## src/rtl/gate_probe_pkg.sv

```systemverilog
// Shared definitions for the gate prober: gate classification codes,
// reference truth patterns and the probe FSM state type.
package gate_probe_pkg;

  typedef enum logic [2:0] {
    GATE_UNKNOWN = 3'd0,
    GATE_AND     = 3'd1,
    GATE_OR      = 3'd2,
    GATE_NAND    = 3'd3,
    GATE_NOR     = 3'd4,
    GATE_XOR     = 3'd5,
    GATE_XNOR    = 3'd6,
    GATE_NOT_A   = 3'd7
  } gate_code_e;

  // Bit k of each pattern is the gate output for input vector {a,b} = k.
  localparam logic [3:0] TT_AND   = 4'b1000;
  localparam logic [3:0] TT_OR    = 4'b1110;
  localparam logic [3:0] TT_NAND  = 4'b0111;
  localparam logic [3:0] TT_NOR   = 4'b0001;
  localparam logic [3:0] TT_XOR   = 4'b0110;
  localparam logic [3:0] TT_XNOR  = 4'b1001;
  localparam logic [3:0] TT_NOT_A = 4'b0011;

  typedef enum logic [1:0] {
    ST_IDLE = 2'd0,
    ST_RUN  = 2'd1,
    ST_DONE = 2'd2
  } state_e;

endpackage

```

## src/rtl/gate_classify.sv

```systemverilog
// Combinational mapping from a measured 4-bit truth table to a gate code.
module gate_classify
  import gate_probe_pkg::*;
(
  input  logic [3:0] truth_i,
  output gate_code_e gate_id_o
);

  always_comb begin
    gate_id_o = GATE_UNKNOWN;
    case (truth_i)
      TT_AND:   gate_id_o = GATE_AND;
      TT_OR:    gate_id_o = GATE_OR;
      TT_NAND:  gate_id_o = GATE_NAND;
      TT_NOR:   gate_id_o = GATE_NOR;
      TT_XOR:   gate_id_o = GATE_XOR;
      TT_XNOR:  gate_id_o = GATE_XNOR;
      TT_NOT_A: gate_id_o = GATE_NOT_A;
      default:  gate_id_o = GATE_UNKNOWN;
    endcase
  end

endmodule

```

## src/rtl/gate_prober.sv

```systemverilog
// Steps a 2-input gate through all four input vectors, samples its output
// after a settle window, and reports the truth table plus a gate code.
module gate_prober
  import gate_probe_pkg::*;
#(
  parameter int unsigned SETTLE_CYCLES = 2
) (
  input  logic       clk,
  input  logic       rst_n,
  input  logic       start,
  output logic       busy,
  output logic       done,
  output logic       dut_a,
  output logic       dut_b,
  input  logic       dut_c,
  output logic [3:0] truth,
  output logic [2:0] gate_id
);

  localparam logic [3:0] HOLD_LAST = 4'(SETTLE_CYCLES);

  state_e     state_q, state_d;
  logic [1:0] vec_q, vec_d;
  logic [3:0] hold_q, hold_d;
  logic [3:0] shadow_q, shadow_d;
  logic [3:0] truth_q, truth_d;
  gate_code_e gate_id_q, gate_id_d;

  logic [3:0] shadow_smp;
  gate_code_e cls_id;

  // Shadow table with the current vector's sample merged in; this is what
  // gets committed on the final sample so truth and gate_id move together.
  always_comb begin
    shadow_smp         = shadow_q;
    shadow_smp[vec_q]  = dut_c;
  end

  gate_classify u_classify (
    .truth_i   (shadow_smp),
    .gate_id_o (cls_id)
  );

  always_ff @(posedge clk or negedge rst_n) begin
    if (!rst_n) begin
      state_q   <= ST_IDLE;
      vec_q     <= 2'd0;
      hold_q    <= 4'd0;
      shadow_q  <= 4'd0;
      truth_q   <= 4'd0;
      gate_id_q <= GATE_UNKNOWN;
    end else begin
      state_q   <= state_d;
      vec_q     <= vec_d;
      hold_q    <= hold_d;
      shadow_q  <= shadow_d;
      truth_q   <= truth_d;
      gate_id_q <= gate_id_d;
    end
  end

  always_comb begin
    state_d   = state_q;
    vec_d     = vec_q;
    hold_d    = hold_q;
    shadow_d  = shadow_q;
    truth_d   = truth_q;
    gate_id_d = gate_id_q;
    busy      = 1'b0;
    done      = 1'b0;
    dut_a     = 1'b0;
    dut_b     = 1'b0;

    case (state_q)
      ST_IDLE: begin
        if (start) begin
          state_d  = ST_RUN;
          vec_d    = 2'd0;
          hold_d   = 4'd0;
          shadow_d = 4'd0;
        end
      end
      ST_RUN: begin
        busy  = 1'b1;
        dut_a = vec_q[1];
        dut_b = vec_q[0];
        if (hold_q == HOLD_LAST) begin
          hold_d   = 4'd0;
          shadow_d = shadow_smp;
          // Vector 3 is the last one: commit instead of advancing the index.
          if (vec_q == 2'd3) begin
            state_d   = ST_DONE;
            vec_d     = 2'd0;
            truth_d   = shadow_smp;
            gate_id_d = cls_id;
          end else begin
            vec_d = vec_q + 2'd1;
          end
        end else begin
          hold_d = hold_q + 4'd1;
        end
      end
      ST_DONE: begin
        done    = 1'b1;
        state_d = ST_IDLE;
      end
      default: state_d = ST_IDLE;
    endcase
  end

  assign truth   = truth_q;
  assign gate_id = gate_id_q;

endmodule

```

## config.mk

```make
export PLATFORM = sky130hd
export DESIGN_NAME = gate_prober
export DESIGN_NICKNAME = d
export VERILOG_FILES = /design/src/rtl/gate_probe_pkg.sv /design/src/rtl/gate_classify.sv /design/src/rtl/gate_prober.sv
export SDC_FILE = /design/constraint.sdc
export NUM_CORES = 1
export LEC_CHECK = 0
export CAP_MARGIN = 10
export CORE_MARGIN = 2
export CORE_UTILIZATION = 52
export CTS_CLUSTER_DIAMETER = 80
export DETAILED_ROUTE_END_ITERATION = 16
export MAX_ROUTING_LAYER = met4
export PLACE_DENSITY = 0.77
export SYNTH_ARGS = -nofsm -noshare
export SYNTH_HDL_FRONTEND = slang
export SYNTH_HIERARCHICAL = 1
export SYNTH_SLANG_ARGS = --single-unit
```

## constraint.sdc

```tcl
create_clock -name clk -period 2.5 [get_ports clk]
set_clock_uncertainty 0.05 [all_clocks]
set_input_delay 0.25 -clock clk [delete_from_list [all_inputs] [get_ports clk]]
set_output_delay 0.25 -clock clk [all_outputs]
set_load 0.01 [all_outputs]
```

# Word-level counts from Yosys, hierarchy flattened
# Index checks and enable logic that the tools add are counted.
[classes]
n_addsub = 2
n_lt_le_gt_ge = 2
eq_ne = 14
n_mux = 21
n_reduce_logical = 7
[op_table]
columns = ["operator", "n"]
rows = [
  ["one-hot mux 3 bit (7 select lines)", 1],
  ["one-hot mux 4 bit (2 select lines)", 2],
  ["== test 4 bit (second input constant)", 3],
  ["two-way mux 2 bit", 6],
  ["two-way mux 4 bit", 3],
  ["AND reduction 3 bit", 3],
  ["== test 4 x 2 -> 1 bit (second input constant)", 2],
  ["== test 4 x 3 -> 1 bit (second input constant)", 2],
  ["one-hot mux 2 bit (2 select lines)", 2],
  ["!= test 2 bit (second input constant)", 3],
  ["two-way mux 1 bit", 5],
  ["adder 4 x 1 -> 4 bit (second input constant)", 1],
  ["bitwise mux 4 bit", 1],
  ["== test 2 bit (second input constant)", 2],
  ["== test 4 x 1 -> 1 bit (second input constant)", 1],
  ["< comparator 2 x 3 -> 1 bit (second input constant)", 1],
  ["adder 2 x 1 -> 2 bit (second input constant)", 1],
  ["demux 1 bit (select 2 bit)", 1],
  ["== test 2 x 1 -> 1 bit (second input constant)", 1],
  [">= comparator 2 x 1 -> 1 bit (second input constant)", 1],
  ["logical NOT 2 bit", 1],
  ["AND reduction 2 bit", 1],
  ["nonzero test 2 bit", 1],
  ["logical AND 1 bit", 1],
]
[word_totals]
register_bits = 19
in_bits = 4

# Depth between registers and ports, before layout
# Gate-level depths: netlist of the first run.
[logic_depth]
word_depth = 7
ltp_mapped = 6
mapped_depth_nobuf = 6

# Hierarchy
# Netlist of the first run, hierarchy kept.
[by_module_without_submodules]
columns = ["module", "instances", "cells_each", "area_per_inst_um2", "seq_area_each_um2"]
rows = [
  ["gate_prober", 1, 70, 910.9, 475.5],
  ["gate_classify", 1, 12, 86.3, 0.0],
]

# Worst setup path after synthesis of the first run
# OpenSTA, ideal clock, no wires.
[synth_timing]
path_kind = "register -> register"
from = "register vec_q[0]"
to = "register gate_id_q[2], in the netlist gate_id[2]"
setup_time_ps = 125
arrival_time_ps = 1678
path_slack_ps = 647
stages_incl_launch_ff = 7
path_buffers = 0
path_cell_list = "dfrtp_1 inv_1 ha_1 mux2_2 and4bb_2 a31o_2 mux2_2"
[synth_between]
elab_chain_cells = 7
word_cells_on_any_way = 16
classes_between = "order compare (2); eq/ne (8); mux (4); reduce/logical (2)"
[synth_rtl]
columns = ["element", "line", "source"]
rows = [
  ["start: declaration", "gate_prober.sv:23", "logic [1:0] vec_q, vec_d;"],
  ["start signal: assignment", "gate_prober.sv:54", "vec_q <= vec_d;"],
  ["< comparator 2 x 3 -> 1 bit (not written as such) / >= comparator 2 x 1 -> 1 bit (equally long branches)", "gate_prober.sv:36", "shadow_smp[vec_q] = dut_c;"],
  ["logical AND 1 bit (not written as such)", "gate_prober.sv:36", ""],
  ["two-way mux 1 bit (not written as such)", "gate_prober.sv:36", ""],
  ["demux 1 bit (select 2 bit) *", "gate_prober.sv:36", ""],
  ["bitwise mux 4 bit *", "gate_prober.sv:36", ""],
  ["via shadow_smp[2]", "gate_prober.sv:29", "logic [3:0] shadow_smp;"],
  ["== test 4 x 2 -> 1 bit, or another cell as far along", "gate_classify.sv:11", "case (truth_i)"],
  ["one-hot mux 3 bit (7 select lines) *", "gate_classify.sv:11", ""],
  ["via cls_id[2]", "gate_prober.sv:30", "gate_code_e cls_id;"],
  ["end signal: assignment", "gate_prober.sv:58", "gate_id_q <= gate_id_d;"],
  ["end: declaration", "gate_prober.sv:27", "gate_code_e gate_id_q, gate_id_d;"],
]
# The timed path passes the listed nets; every way through them passes the cells marked *.
# A chain may end at the register's enable or synchronous reset.

# Worst setup path after layout of the first run
[layout_timing]
from = "register state_q[1]"
to = "output busy"
[layout_between]
elab_chain_cells = 2
[layout_rtl]
columns = ["element", "line", "source"]
rows = [
  ["start: declaration", "gate_prober.sv:22", "state_e state_q, state_d;"],
  ["start signal: assignment", "gate_prober.sv:53", "state_q <= state_d;"],
  ["== test 2 x 1 -> 1 bit", "gate_prober.sv:74", "case (state_q)"],
  ["two-way mux 1 bit", "gate_prober.sv:74", ""],
  ["end: declaration", "gate_prober.sv:11", "output logic busy,"],
]
# Every way passes these cells.

==> impl_table.tex, run 1 <==
\begin{tabular}{lr}
\hline
Metric & Value \\
\hline
\multicolumn{2}{l}{\textbf{Outcome}} \\
Status & complete, no violations \\
\multicolumn{2}{l}{\textbf{Die}} \\
Cell row count & 15 \\
Die Outline Area & 2284 µm² \\
Initial Util & 56.52\% \\
Std-Cell Core Area & 1764 µm² \\
Boundary pin count & 15 \\
Die Y & 47.79 µm \\
Die W & 47.79 µm \\
\multicolumn{2}{l}{\textbf{Synthesis}} \\
Count of flip-flops with a built-in enable after synthesis & 0 \\
Count of unique library cells instantiated by Yosys & 34 \\
Net count after synthesis & 90 \\
Ys flop type & sky130\_fd\_sc\_hd\_\_dfrtp\_1 \\
Number of register bits inferred by synthesis & 19 \\
Synthesized instance count & 82 \\
Average size of a mapped cell & 12.16 µm² \\
Async set-or-reset flop fraction in the synthesized netlist & 100.0\% \\
Share of synthesized area occupied by flip-flops and latches & 47.68\% \\
Yosys warnings & 6 \\
Mapped Area & 997.2 µm² \\
\multicolumn{2}{l}{\textbf{Layout}} \\
Most frequent cells in the layout & sky130\_fd\_sc\_hd\_\_dfrtp\_1, sky130\_fd\_sc\_hd\_\_clkdlybuf4s50\_1, sky130\_fd\_sc\_hd\_\_mux2\_2 \\
Layout-stage area growth over the synthesis result & 18.95\% \\
Layout cells sized above 1 & 22.22\% \\
Count of antenna diodes in the layout & 0 \\
FILL cells & 141 \\
Nets & 108 \\
Most common library cell in the layout ignoring fill and taps & sky130\_fd\_sc\_hd\_\_dfrtp\_1 \\
Final non-filler cell area & 1186 µm² \\
\multicolumn{2}{l}{\textbf{Pwr}} \\
Switching Fraction & 36.48\% \\
Static Leak & 0.5199 nW \\
Logic gate share of total power & 44.8\% \\
Psw & 0.4383 mW \\
Power Dens Cells & 1013 nW/µm² \\
Peak supply drop & 0.7180 mV \\
Fraction of power consumed by the clock network & 12.9\% \\
Overall Power & 1.201 mW \\
Reg power frac & 42.3\% \\
Pint & 0.7632 mW \\
\multicolumn{2}{l}{\textbf{Global routing}} \\
Pin count of the biggest net entering global routing & 20 \\
First-pass GRT wire length & 3111 µm \\
Total congestion overflow & 0 \\
All-Layer GR Usage & 19.82\% \\
Number of global-route vias before repair & 691 \\
Initial antenna violation count & 0 \\
\multicolumn{2}{l}{\textbf{STA}} \\
Part of the cycle the worst path needs & 81.87\% \\
Total setup violations reported at the end of the flow & 0 \\
Final Worst Setup Slack & 0.4532 ns \\
Number of endpoints with negative hold slack in the final report & 0 \\
Unrepaired setup endpoints after global routing & no \\
Sum of negative setup slack & 0 ns \\
Highest clock frequency the design can meet & 0.4886 GHz \\
Number of max-slew violations in the final report & 0 \\
Worst-Margin Slew & 0.8388 ns \\
Worst slew margin & 43.91\% \\
Time the final worst path needs with I/O delays and setup & 2.047 ns \\
\multicolumn{2}{l}{\textbf{Worst setup path}} \\
R2R Setup Slk & 0.52 ns \\
Type of element capturing the critical path & primary output \\
Crit Path Category & reg2out \\
CP Data Arrival Time & 1.75 ns \\
Required time worst endpoint & 2.20 ns \\
Startpoint types & flop \\
Highest fanout seen on the critical path & 9 \\
\multicolumn{2}{l}{\textbf{CTS}} \\
Clock transition time at the flip-flop clock pins of the worst setup and hold paths & 0.11 ns \\
Total CTS buffers & 3 \\
Post-CTS repair timing setup buffer count & 0 \\
Sink count of the clock tree & 19 \\
Deepest level of the CTS H-tree & 1 \\
Buffer levels on the longest clock path & 2 \\
Source-to-sink clock delay at the later pin of the worst-skew pair & 0.29 ns \\
Clock root buffer & sky130\_fd\_sc\_hd\_\_clkbuf\_4 \\
Total of hold buffers inserted after clock tree synthesis & 0 \\
Number of gates resized after cts & 0 \\
TritonCTS clock tree & yes \\
\multicolumn{2}{l}{\textbf{Routing}} \\
Initial DRC Count & 13 \\
Residual DRC & 0 \\
DRT Wirelength & 1818 µm \\
Via-per-instance ratio & 5.919 \\
Via count & 734 \\
Remaining antenna violation count after routing & 0 \\
Wire length per cell after detailed routing & 14.66 µm \\
Number of search-and-repair iterations in the first detailed-routing pass & 4 \\
\multicolumn{2}{l}{\textbf{Placement}} \\
Total of buffers placed on input and output ports & 14 \\
Total half-perimeter wirelength after legalization and detailed placement & 1345 µm \\
Post-Place Setup Slack & 0.5220 ns \\
Placer Congestion & 0.7741 \\
Total placed instance area & 1160 µm² \\
\multicolumn{2}{l}{\textbf{Run}} \\
Number of maximum-capacitance violations & 0 \\
\multicolumn{2}{l}{\textbf{Worst hold path}} \\
Min-delay worst type & in2async \\
\hline
\end{tabular}
## path summary, 6_finish.rpt
check,start,end,cells past startpoint
hold / removal,rst_n,truth[1]$_DFFE_PN0P_,1
setup / recovery,state_q[1]$_DFFE_PN0P_,busy,3
setup reg to reg,vec_q[1]$_DFFE_PN0P_,gate_id[2]$_DFFE_PN0P_,6
hold reg to reg,shadow_q[0]$_DFFE_PN0P_,shadow_q[0]$_DFFE_PN0P_,1
min in group clk,shadow_q[0]$_DFFE_PN0P_,shadow_q[0]$_DFFE_PN0P_,1
max in group asynchronous,rst_n,gate_id[0]$_DFFE_PN0P_,1
## metal layers
layer  routed length, µm  vias to the layer above  global-route usage [%]
li1                    -                      348                       -
met1                 891                      375                   28.27
met2                 896                       11                   30.13
met3                  30                        0                   2.264
met4                   0                        0                   4.865
met5                   0                        -                       -
## per-stage QoR
stage / utilization, % / hold WS [ns] / instances
2_1_floorplan: - / -0.09559 / 82
5_1_grt: 67.23 / 0.4643 / 124
4_1_cts: 67.23 / 0.4112 / 124
3_3_place_gp: 65.74 / 0.4198 / 120
6_report: 67.23 / 0.3781 / 124
3_5_place_dp: 65.74 / 0.4359 / 120
## flip-flops by register name, indices dropped and copies added (netlist names)
register,cells
hold_q,4
shadow_q,4
truth,4
gate_id,3
state_q,2
vec_q,2
## Yosys cell counts (all sizes together) (2+ instances only)
library cell / instances / area, µm²
a31oi: 2 / 12.51
o21ai: 3 / 15.01
nand2: 5 / 18.77
nor4b: 2 / 32.53
ha: 4 / 50.05
dfrtp: 19 / 475.5
mux2: 12 / 135.1
inv: 5 / 18.76
nor2: 4 / 15.01
a32o: 5 / 50.05
## cell type report
| class | count | area (µm²) | area share (%) |
|---|---|---|---|
| clock buffers | 4 | 26.28 | 2.215 |
| inverters | 5 | 18.77 | 1.582 |
| multi-input cells | 56 | 486.7 | 41.03 |
| flip-flops and latches | 19 | 475.5 | 40.08 |
| well taps | 25 | 31.28 | 2.637 |
| repair buffers | 15 | 147.6 | 12.45 |
## cells by family after synthesis
group                      after synthesis  share of synthesized area (%)
muxes                                   12                          13.55
adders and majority gates                4                          5.019
and+or+nand+nor                         21                          14.81
DFF                                     19                          47.68
AOI/OAI and AO/OA                       19                          15.43
buffers and inverters                    7                          3.512
## worst max-delay path, cell delays in order (launching register included)
cell and delay (ns):
sky130_fd_sc_hd__dfrtp_1 0.43, sky130_fd_sc_hd__nand2b_1 0.26, sky130_fd_sc_hd__inv_2 0.20, sky130_fd_sc_hd__clkdlybuf4s50_1 0.56
## power groups by stage
stage	registers [mW]	logic [mW]	clock network, mW
2_1_floorplan	0.495	0.379	0
3_3_place_gp	0.513	0.525	0
3_5_place_dp	0.519	0.538	0
4_1_cts	0.511	0.540	0.157
5_1_grt	0.529	0.595	0.171
6_report	0.508	0.539	0.155
Power figures use the tool's default switching activity.
==> run 2: changes to the inputs <==
Settings changed: CORE_UTILIZATION 52 to 47, PLACE_DENSITY 0.77 to 0.74.
Clock period 2.5 ns to 1.8 ns, I/O delays scaled along.
==> impl_table.tex, run 2 (same netlist as run 1, synthesis figures left out) <==
\begin{tabular}{lr}
\hline
Metric & Value \\
\hline
\multicolumn{2}{l}{\textbf{Outcome}} \\
Status & finished, violations left \\
Violations in the final reports & setup timing \\
\multicolumn{2}{l}{\textbf{Layout}} \\
Count of antenna diodes in the layout & 0 (unchanged) \\
Nets & 128 (+19\%) \\
Layout-stage area growth over the synthesis result & 43.79\% \\
Area used by sequential logic in the layout & 476.7 µm² (+0.26\%) \\
Layout cells sized above 1 & 42.02\% (+20 points) \\
Multi-input gate area in the final layout & 554.3 µm² (+14\%) \\
Most frequent cells in the layout & sky130\_fd\_sc\_hd\_\_dfrtp\_1, sky130\_fd\_sc\_hd\_\_buf\_4, sky130\_fd\_sc\_hd\_\_clkdlybuf4s50\_1 \\
FILL cells & 126 (-11\%) \\
\multicolumn{2}{l}{\textbf{Pwr}} \\
Peak supply drop & 0.9012 mV (+26\%) \\
Power Dens Cells & 1487 nW/µm² (+47\%) \\
Static Leak & 0.6739 nW (+30\%) \\
\multicolumn{2}{l}{\textbf{Routing}} \\
Number of search-and-repair iterations in the first detailed-routing pass & 4 (unchanged) \\
Residual DRC & 0 (unchanged) \\
Initial DRC Count & 10 (-3) \\
Via count & 807 (+9.9\%) \\
Via-per-instance ratio & 5.527 (-6.6\%) \\
Wire length per cell after detailed routing & 15.73 µm (+7.3\%) \\
DRT Wirelength & 2297 µm (+26\%) \\
Remaining antenna violation count after routing & 0 (unchanged) \\
\multicolumn{2}{l}{\textbf{CTS}} \\
Clock transition time at the flip-flop clock pins of the worst setup and hold paths & 0.11 ns (about the same) \\
Buffer levels on the longest clock path & 2 (unchanged) \\
Total of hold buffers inserted after clock tree synthesis & 0 (unchanged) \\
Clock root buffer & sky130\_fd\_sc\_hd\_\_clkbuf\_4 \\
Sink count of the clock tree & 19 (unchanged) \\
Source-to-sink clock delay at the later pin of the worst-skew pair & 0.30 ns (about the same) \\
TritonCTS clock tree & yes \\
Deepest level of the CTS H-tree & 1 (unchanged) \\
Total CTS buffers & 3 (unchanged) \\
\multicolumn{2}{l}{\textbf{STA}} \\
Worst-Margin Slew & 0.5037 ns (-0.3351 ns) \\
Highest clock frequency the design can meet & 0.5300 GHz \\
Number of max-slew violations in the final report & 0 (unchanged) \\
Number of endpoints with negative hold slack in the final report & 0 (unchanged) \\
Worst slew margin & 66.19\% (+22 points) \\
Total setup violations reported at the end of the flow & 3 (+3) \\
Part of the cycle the worst path needs & 104.8\% \\
Hold\_ws & 0.1456 ns (-0.2325 ns) \\
Final Worst Setup Slack & -0.08692 ns (-0.5401 ns) \\
Unrepaired setup endpoints after global routing & yes \\
Time the final worst path needs with I/O delays and setup & 1.887 ns \\
\multicolumn{2}{l}{\textbf{Die}} \\
Cell row count & 16 (+1) \\
Initial Util & 50.32\% (-6.2 points) \\
Die Y & 50.06 µm (+4.7\%) \\
Die Outline Area & 2506 µm² (+9.7\%) \\
Std-Cell Core Area & 1982 µm² (+12\%) \\
Die W & 50.06 µm (+4.7\%) \\
Boundary pin count & 15 (unchanged) \\
\multicolumn{2}{l}{\textbf{Global routing}} \\
Initial antenna violation count & 0 (unchanged) \\
Number of global-route vias before repair & 800 (+16\%) \\
Met1 Resource Use GR & 25.44\% (-2.8 points) \\
Total congestion overflow & 0 (unchanged) \\
Pin count of the biggest net entering global routing & 20 (unchanged) \\
Fraction of met3 tracks used by global routing & 3.939\% (+1.7 points) \\
Top Usage Layer GRT & met2 \\
All-Layer GR Usage & 19.78\% (-0.048 points) \\
Global routing met2 resource utilization & 32.24\% (+2.1 points) \\
First-pass GRT wire length & 3677 µm (+18\%) \\
\multicolumn{2}{l}{\textbf{Worst setup path}} \\
Startpoint types & flop \\
CP max stage delay & 0.54 ns (-0.02 ns) \\
Type of element capturing the critical path & flop \\
Sequence of cells on the critical path & inv\_2 -> ha\_4 -> mux2\_4 -> or4b\_1 -> o21ai\_1 -> mux2\_2 \\
Required time worst endpoint & 2.00 ns (-0.20 ns) \\
CP Data Arrival Time & 2.09 ns (+0.34 ns) \\
Highest fanout seen on the critical path & 4 (-5) \\
CP max-delay cell & sky130\_fd\_sc\_hd\_\_or4b\_1 \\
Crit Path Category & reg2reg \\
\multicolumn{2}{l}{\textbf{Placement}} \\
Post-Place Setup Slack & -0.09018 ns (-0.6122 ns) \\
Total of buffers placed on input and output ports & 14 (unchanged) \\
Total half-perimeter wirelength after legalization and detailed placement & 1528 µm (+14\%) \\
Placer Congestion & 0.7686 (-0.71\%) \\
\multicolumn{2}{l}{\textbf{Run}} \\
Number of maximum-capacitance violations & 0 (unchanged) \\
\multicolumn{2}{l}{\textbf{Worst hold path}} \\
Min-delay worst type & in2async \\
\hline
\end{tabular}
[run 2: changes by cell type in the layout (fill, tap and decap cells not counted), moves of 2 or more]
cell                              change
sky130_fd_sc_hd__dlygate4sd2_1        +2
sky130_fd_sc_hd__mux2_4               +6
sky130_fd_sc_hd__buf_4               +17
sky130_fd_sc_hd__ha_1                 -3
sky130_fd_sc_hd__dlymetal6s2s_1       +2
sky130_fd_sc_hd__buf_6                +2
sky130_fd_sc_hd__inv_1                -2
sky130_fd_sc_hd__ha_4                 +3
sky130_fd_sc_hd__clkdlybuf4s50_1      -4
sky130_fd_sc_hd__mux2_2               -6
[run 2: worst paths after layout]
path,start,endpoint,slack (ns),depth (start not counted)
setup / recovery,vec_q[1]$_DFFE_PN0P_,gate_id[0]$_DFFE_PN0P_,-0.09,6
hold / removal,rst_n,hold_q[3]$_DFFE_PN0P_,0.15,2
setup reg to reg,vec_q[1]$_DFFE_PN0P_,gate_id[0]$_DFFE_PN0P_,-0.09,6
hold reg to reg,shadow_q[0]$_DFFE_PN0P_,shadow_q[0]$_DFFE_PN0P_,0.46,1
max in group asynchronous,rst_n,vec_q[0]$_DFFE_PN0P_,1.34,2
min in group clk,shadow_q[0]$_DFFE_PN0P_,shadow_q[0]$_DFFE_PN0P_,0.46,1
[run 2: final cells by class]
type / instances / area share [%]
clock buffer: 3 / 1.571
timing repair buffer: 35 / 22.34
inverter: 5 / 1.483
clock inverter: 1 / 0.3490
multi-input combinational: 56 / 38.66
sequential: 19 / 33.25
tap: 27 / 2.356
[run 2: where the power goes]
| group | leakage, nW | internal [mW] | switching [mW] |
|---|---|---|---|
| registers | 0.245 | 0.565 | 0.142 |
| clock network | 0.0177 | 0.0829 | 0.137 |
| logic | 0.411 | 0.722 | 0.483 |
[run 2: timing repair]
| item | 4_1_cts | 5_1_grt |
|---|---|---|
| gates resized for setup | 8 | 11 |
| setup buffers | 2 | 1 |
| endpoints found under the setup margin | 5 | 5 |
| pin swaps | 1 | 3 |
[run 2: through the flow]
stage | instance area (µm²) | cells | util [%] | power [mW] | setup TNS, ns
after floorplan | 1011 | 82 | - | 1.253 | -0.005282
after global placement | 1304 | 139 | 65.78 | 1.674 | -0.04983
after detailed placement | 1304 | 139 | 65.78 | 1.713 | -0.1606
after CTS | 1386 | 145 | 69.95 | 2.050 | -0.2215
after global routing | 1434 | 146 | 72.35 | 2.278 | -0.3348
final | 1434 | 146 | 72.35 | 2.132 | -0.1890
[run 2: critical path, delay by kind of cell (launching register included)]
kind,cells,cell delay (ns)
AO/OA/AOI/OAI,1,0.10
adder cells (fa/ha/maj),1,0.14
buffers and inverters,1,0.12
flip-flops,1,0.42
multiplexers,2,0.46
AND/OR/NAND/NOR,1,0.54
[run 2: metal layers]
metal,wire (µm),share of wire [%]
met4,19,0.83
met1,967,42
met5,0,0
met3,104,4.5
met2,1205,52
==> run 3: changes to the inputs <==
Settings changed: ABC_AREA set to 1, CORE_UTILIZATION 47 to 48.
==> impl_table.tex, run 3 <==
\begin{tabular}{lr}
\hline
Metric & Value \\
\hline
\multicolumn{2}{l}{\textbf{STA}} \\
Total setup violations reported at the end of the flow & 0 (-3) \\
Highest clock frequency the design can meet & 0.5890 GHz (+11\%) \\
Worst slew margin & 83.45\% (+17 points) \\
Unrepaired setup endpoints after global routing & yes \\
Worst-Margin Slew & 0.2482 ns (-0.2555 ns) \\
Number of max-slew violations in the final report & 0 (unchanged) \\
Hold\_ws & 0.1606 ns (+0.01504 ns) \\
Number of endpoints with negative hold slack in the final report & 0 (unchanged) \\
Final Worst Setup Slack & 0.1021 ns (+0.1890 ns) \\
Time the final worst path needs with I/O delays and setup & 1.698 ns (-0.1890 ns) \\
Part of the cycle the worst path needs & 94.33\% (-10 points) \\
\multicolumn{2}{l}{\textbf{Worst setup path}} \\
Type of element capturing the critical path & primary output \\
Required time worst endpoint & 1.57 ns (-0.43 ns) \\
CP Data Arrival Time & 1.47 ns (-0.62 ns) \\
Crit Path Category & reg2out \\
Startpoint types & flop \\
Highest fanout seen on the critical path & 7 (+3) \\
\multicolumn{2}{l}{\textbf{Synthesis}} \\
Xor/xnor cell area share of the yosys netlist & 0\% (unchanged) \\
Compound-gate portion of the synthesized area & 7.802\% (-7.6 points) \\
Average size of a mapped cell & 7.962 µm² (-35\%) \\
Basic-gate share of the synthesized area counting and, or, nand and nor cells & 38.79\% (+24 points) \\
Net count after synthesis & 151 (+68\%) \\
List of most frequent post-synthesis cells & sky130\_fd\_sc\_hd\_\_nand2\_1, sky130\_fd\_sc\_hd\_\_dfrtp\_1, sky130\_fd\_sc\_hd\_\_nor2\_1 \\
Count of unique library cells instantiated by Yosys & 21 (-38\%) \\
Yosys warnings & 6 (unchanged) \\
Mapped Area & 1139 µm² (+14\%) \\
Share of synthesized area occupied by flip-flops and latches & 41.76\% (-5.9 points) \\
Cell type contributing the most total cell area after synthesis & sky130\_fd\_sc\_hd\_\_dfrtp\_1 \\
Number of register bits inferred by synthesis & 19 (unchanged) \\
Count of flip-flops with a built-in enable after synthesis & 0 (unchanged) \\
Mux contribution to synthesized area & 0\% (-14 points) \\
Ys flop type & sky130\_fd\_sc\_hd\_\_dfrtp\_1 \\
Async set-or-reset flop fraction in the synthesized netlist & 100.0\% (unchanged) \\
Adder and majority gate portion of the synthesized area & 4.396\% (-0.62 points) \\
Synthesized instance count & 143 (+74\%) \\
Library cell with the highest instance count after synthesis & sky130\_fd\_sc\_hd\_\_nand2\_1 \\
Area share of the largest cell type after synthesis & 41.76\% (-5.9 points) \\
Largest family of logic cells by synthesized area & simple AND/OR/NAND/NOR gates \\
Largest cells by area after synthesis & sky130\_fd\_sc\_hd\_\_dfrtp\_1, sky130\_fd\_sc\_hd\_\_nand2\_1, sky130\_fd\_sc\_hd\_\_nand2\_2 \\
\multicolumn{2}{l}{\textbf{Global routing}} \\
Met1 Resource Use GR & 24.73\% (-0.71 points) \\
Fraction of met3 tracks used by global routing & 2.571\% (-1.4 points) \\
All-Layer GR Usage & 18.67\% (-1.1 points) \\
First-pass GRT wire length & 3767 µm (+2.4\%) \\
Top Usage Layer GRT & met2 \\
Total congestion overflow & 0 (unchanged) \\
Global routing met2 resource utilization & 30.63\% (-1.6 points) \\
Number of global-route vias before repair & 855 (+6.9\%) \\
Initial antenna violation count & 0 (unchanged) \\
Pin count of the biggest net entering global routing & 20 (unchanged) \\
\multicolumn{2}{l}{\textbf{CTS}} \\
Source-to-sink clock delay at the later pin of the worst-skew pair & 0.29 ns (about the same) \\
Total CTS buffers & 3 (unchanged) \\
Clock root buffer & sky130\_fd\_sc\_hd\_\_clkbuf\_4 \\
TritonCTS clock tree & yes \\
Total of hold buffers inserted after clock tree synthesis & 0 (unchanged) \\
Buffer levels on the longest clock path & 2 (unchanged) \\
Sink count of the clock tree & 19 (unchanged) \\
Clock transition time at the flip-flop clock pins of the worst setup and hold paths & 0.11 ns (about the same) \\
Deepest level of the CTS H-tree & 1 (unchanged) \\
\multicolumn{2}{l}{\textbf{Die}} \\
Die Y & 52.71 µm (+5.3\%) \\
Initial Util & 50.98\% (+0.66 points) \\
Die W & 52.71 µm (+5.3\%) \\
Std-Cell Core Area & 2233 µm² (+13\%) \\
Cell row count & 17 (+1) \\
Boundary pin count & 15 (unchanged) \\
Die Outline Area & 2778 µm² (+11\%) \\
\multicolumn{2}{l}{\textbf{Layout}} \\
Count of antenna diodes in the layout & 0 (unchanged) \\
Multi-input gate area in the final layout & 588.1 µm² (+6.1\%) \\
Area used by sequential logic in the layout & 475.5 µm² (-0.26\%) \\
Layout cells sized above 1 & 20.25\% (-22 points) \\
Nets & 172 (+34\%) \\
Layout-stage area growth over the synthesis result & 20.11\% \\
FILL cells & 199 (+58\%) \\
Most common library cell in the layout ignoring fill and taps & sky130\_fd\_sc\_hd\_\_nand2\_1 \\
Most frequent cells in the layout & sky130\_fd\_sc\_hd\_\_nand2\_1, sky130\_fd\_sc\_hd\_\_dfrtp\_1, sky130\_fd\_sc\_hd\_\_nor2\_1 \\
\multicolumn{2}{l}{\textbf{Routing}} \\
Wire length per cell after detailed routing & 11.57 µm (-26\%) \\
Number of search-and-repair iterations in the first detailed-routing pass & 4 (unchanged) \\
Via count & 968 (+20\%) \\
Remaining antenna violation count after routing & 0 (unchanged) \\
DRT Wirelength & 2209 µm (-3.8\%) \\
Via-per-instance ratio & 5.068 (-8.3\%) \\
Residual DRC & 0 (unchanged) \\
Initial DRC Count & 20 (+10) \\
\multicolumn{2}{l}{\textbf{Placement}} \\
Total half-perimeter wirelength after legalization and detailed placement & 1645 µm (+7.7\%) \\
Post-Place Setup Slack & 0.1424 ns (+0.2326 ns) \\
Placer Congestion & 0.7894 (+2.7\%) \\
Total of buffers placed on input and output ports & 14 (unchanged) \\
\multicolumn{2}{l}{\textbf{Pwr}} \\
Power Dens Cells & 1427 nW/µm² (-4.0\%) \\
Overall Power & 1.952 mW (-8.5\%) \\
Peak supply drop & 0.8103 mV (-10\%) \\
Static Leak & 0.7139 nW (+5.9\%) \\
\multicolumn{2}{l}{\textbf{Outcome}} \\
Status & complete, no violations \\
\multicolumn{2}{l}{\textbf{Run}} \\
Number of maximum-capacitance violations & 0 (unchanged) \\
\multicolumn{2}{l}{\textbf{Worst hold path}} \\
Min-delay worst type & in2async \\
\hline
\end{tabular}
## run 3: cell count changes after synthesis, sizes merged, moves of 2 or more
cell   delta
inv      +12
nor4b     -2
o21ai     +4
nor2     +14
a32o      -5
nand2    +58
a31oi     -2
mux2     -12
nand4     +2
nand3     +8
## run 3: timing repair
action | in CTS | in global routing
resized for setup | 1 | 3
buffers inserted | 1 | 0
setup endpoints to repair | 3 | 4
hold endpoints to repair | 0 | 0
## run 3: path summary, 6_finish.rpt
kind                                      endpoint  slack (ns)                     from  cells past startpoint
min reg2reg                shadow_q[0]$_DFFE_PN0P_        0.43  shadow_q[0]$_DFFE_PN0P_                      2
max                                           busy        0.10   state_q[1]$_DFFE_PN0P_                      4
max in group asynchronous    hold_q[2]$_DFFE_PN0P_        1.34                    rst_n                      2
min                           truth[2]$_DFFE_PN0P_        0.16                    rst_n                      2
max reg2reg                 gate_id[1]$_DFFE_PN0P_        0.16     vec_q[0]$_DFFE_PN0P_                     11
min in group clk           shadow_q[0]$_DFFE_PN0P_        0.43  shadow_q[0]$_DFFE_PN0P_                      2
## run 3: final cells by class
class,count,share of cell area (%)
Clock buffer,4,1.921
Timing Repair Buffer,16,11.71
Inverter,18,6.038
Sequential cell,19,34.77
Tap cell,28,2.562
Multi-Input combinational cell,106,43.00
## run 3: critical path, cell delays in order (launching register included)
cell and delay [ns]:
sky130_fd_sc_hd__dfrtp_1 0.41, sky130_fd_sc_hd__inv_2 0.08, sky130_fd_sc_hd__nand2_4 0.09, sky130_fd_sc_hd__inv_4 0.07, sky130_fd_sc_hd__clkdlybuf4s50_1 0.52
## run 3: power breakdown
part | internal [mW] | switching [mW] | total [mW] | leakage, nW
logic | 0.410 | 0.622 | 1.03 | 0.458
clock network | 0.0861 | 0.132 | 0.218 | 0.0150
registers | 0.581 | 0.121 | 0.701 | 0.240
## run 3: metal layers
| metal | wire [µm] | part of all wire, % |
|---|---|---|
| met5 | 0 | 0 |
| met4 | 13 | 0.59 |
| met3 | 125 | 5.7 |
| met2 | 1059 | 48 |
| met1 | 1011 | 46 |
## run 3: through the flow
step           std cells  instance area [µm²]  setup TNS, ns  utilization (%)
2_1_floorplan        143                 1139              0                -
3_3_place_gp         186                 1321              0            59.16
3_5_place_dp         186                 1321              0            59.16
4_1_cts              191                 1360              0            60.90
5_1_grt              191                 1368       -0.01534            61.23
6_report             191                 1368              0            61.23
## run 3: kinds of logic after synthesis
| group | Yosys count |
|---|---|
| buffers and inverters | 18 |
| AO/OA/AOI/OAI | 10 |
| AND/OR/NAND/NOR | 92 |
| adder cells (fa/ha/maj) | 4 |
| flip-flops | 19 |
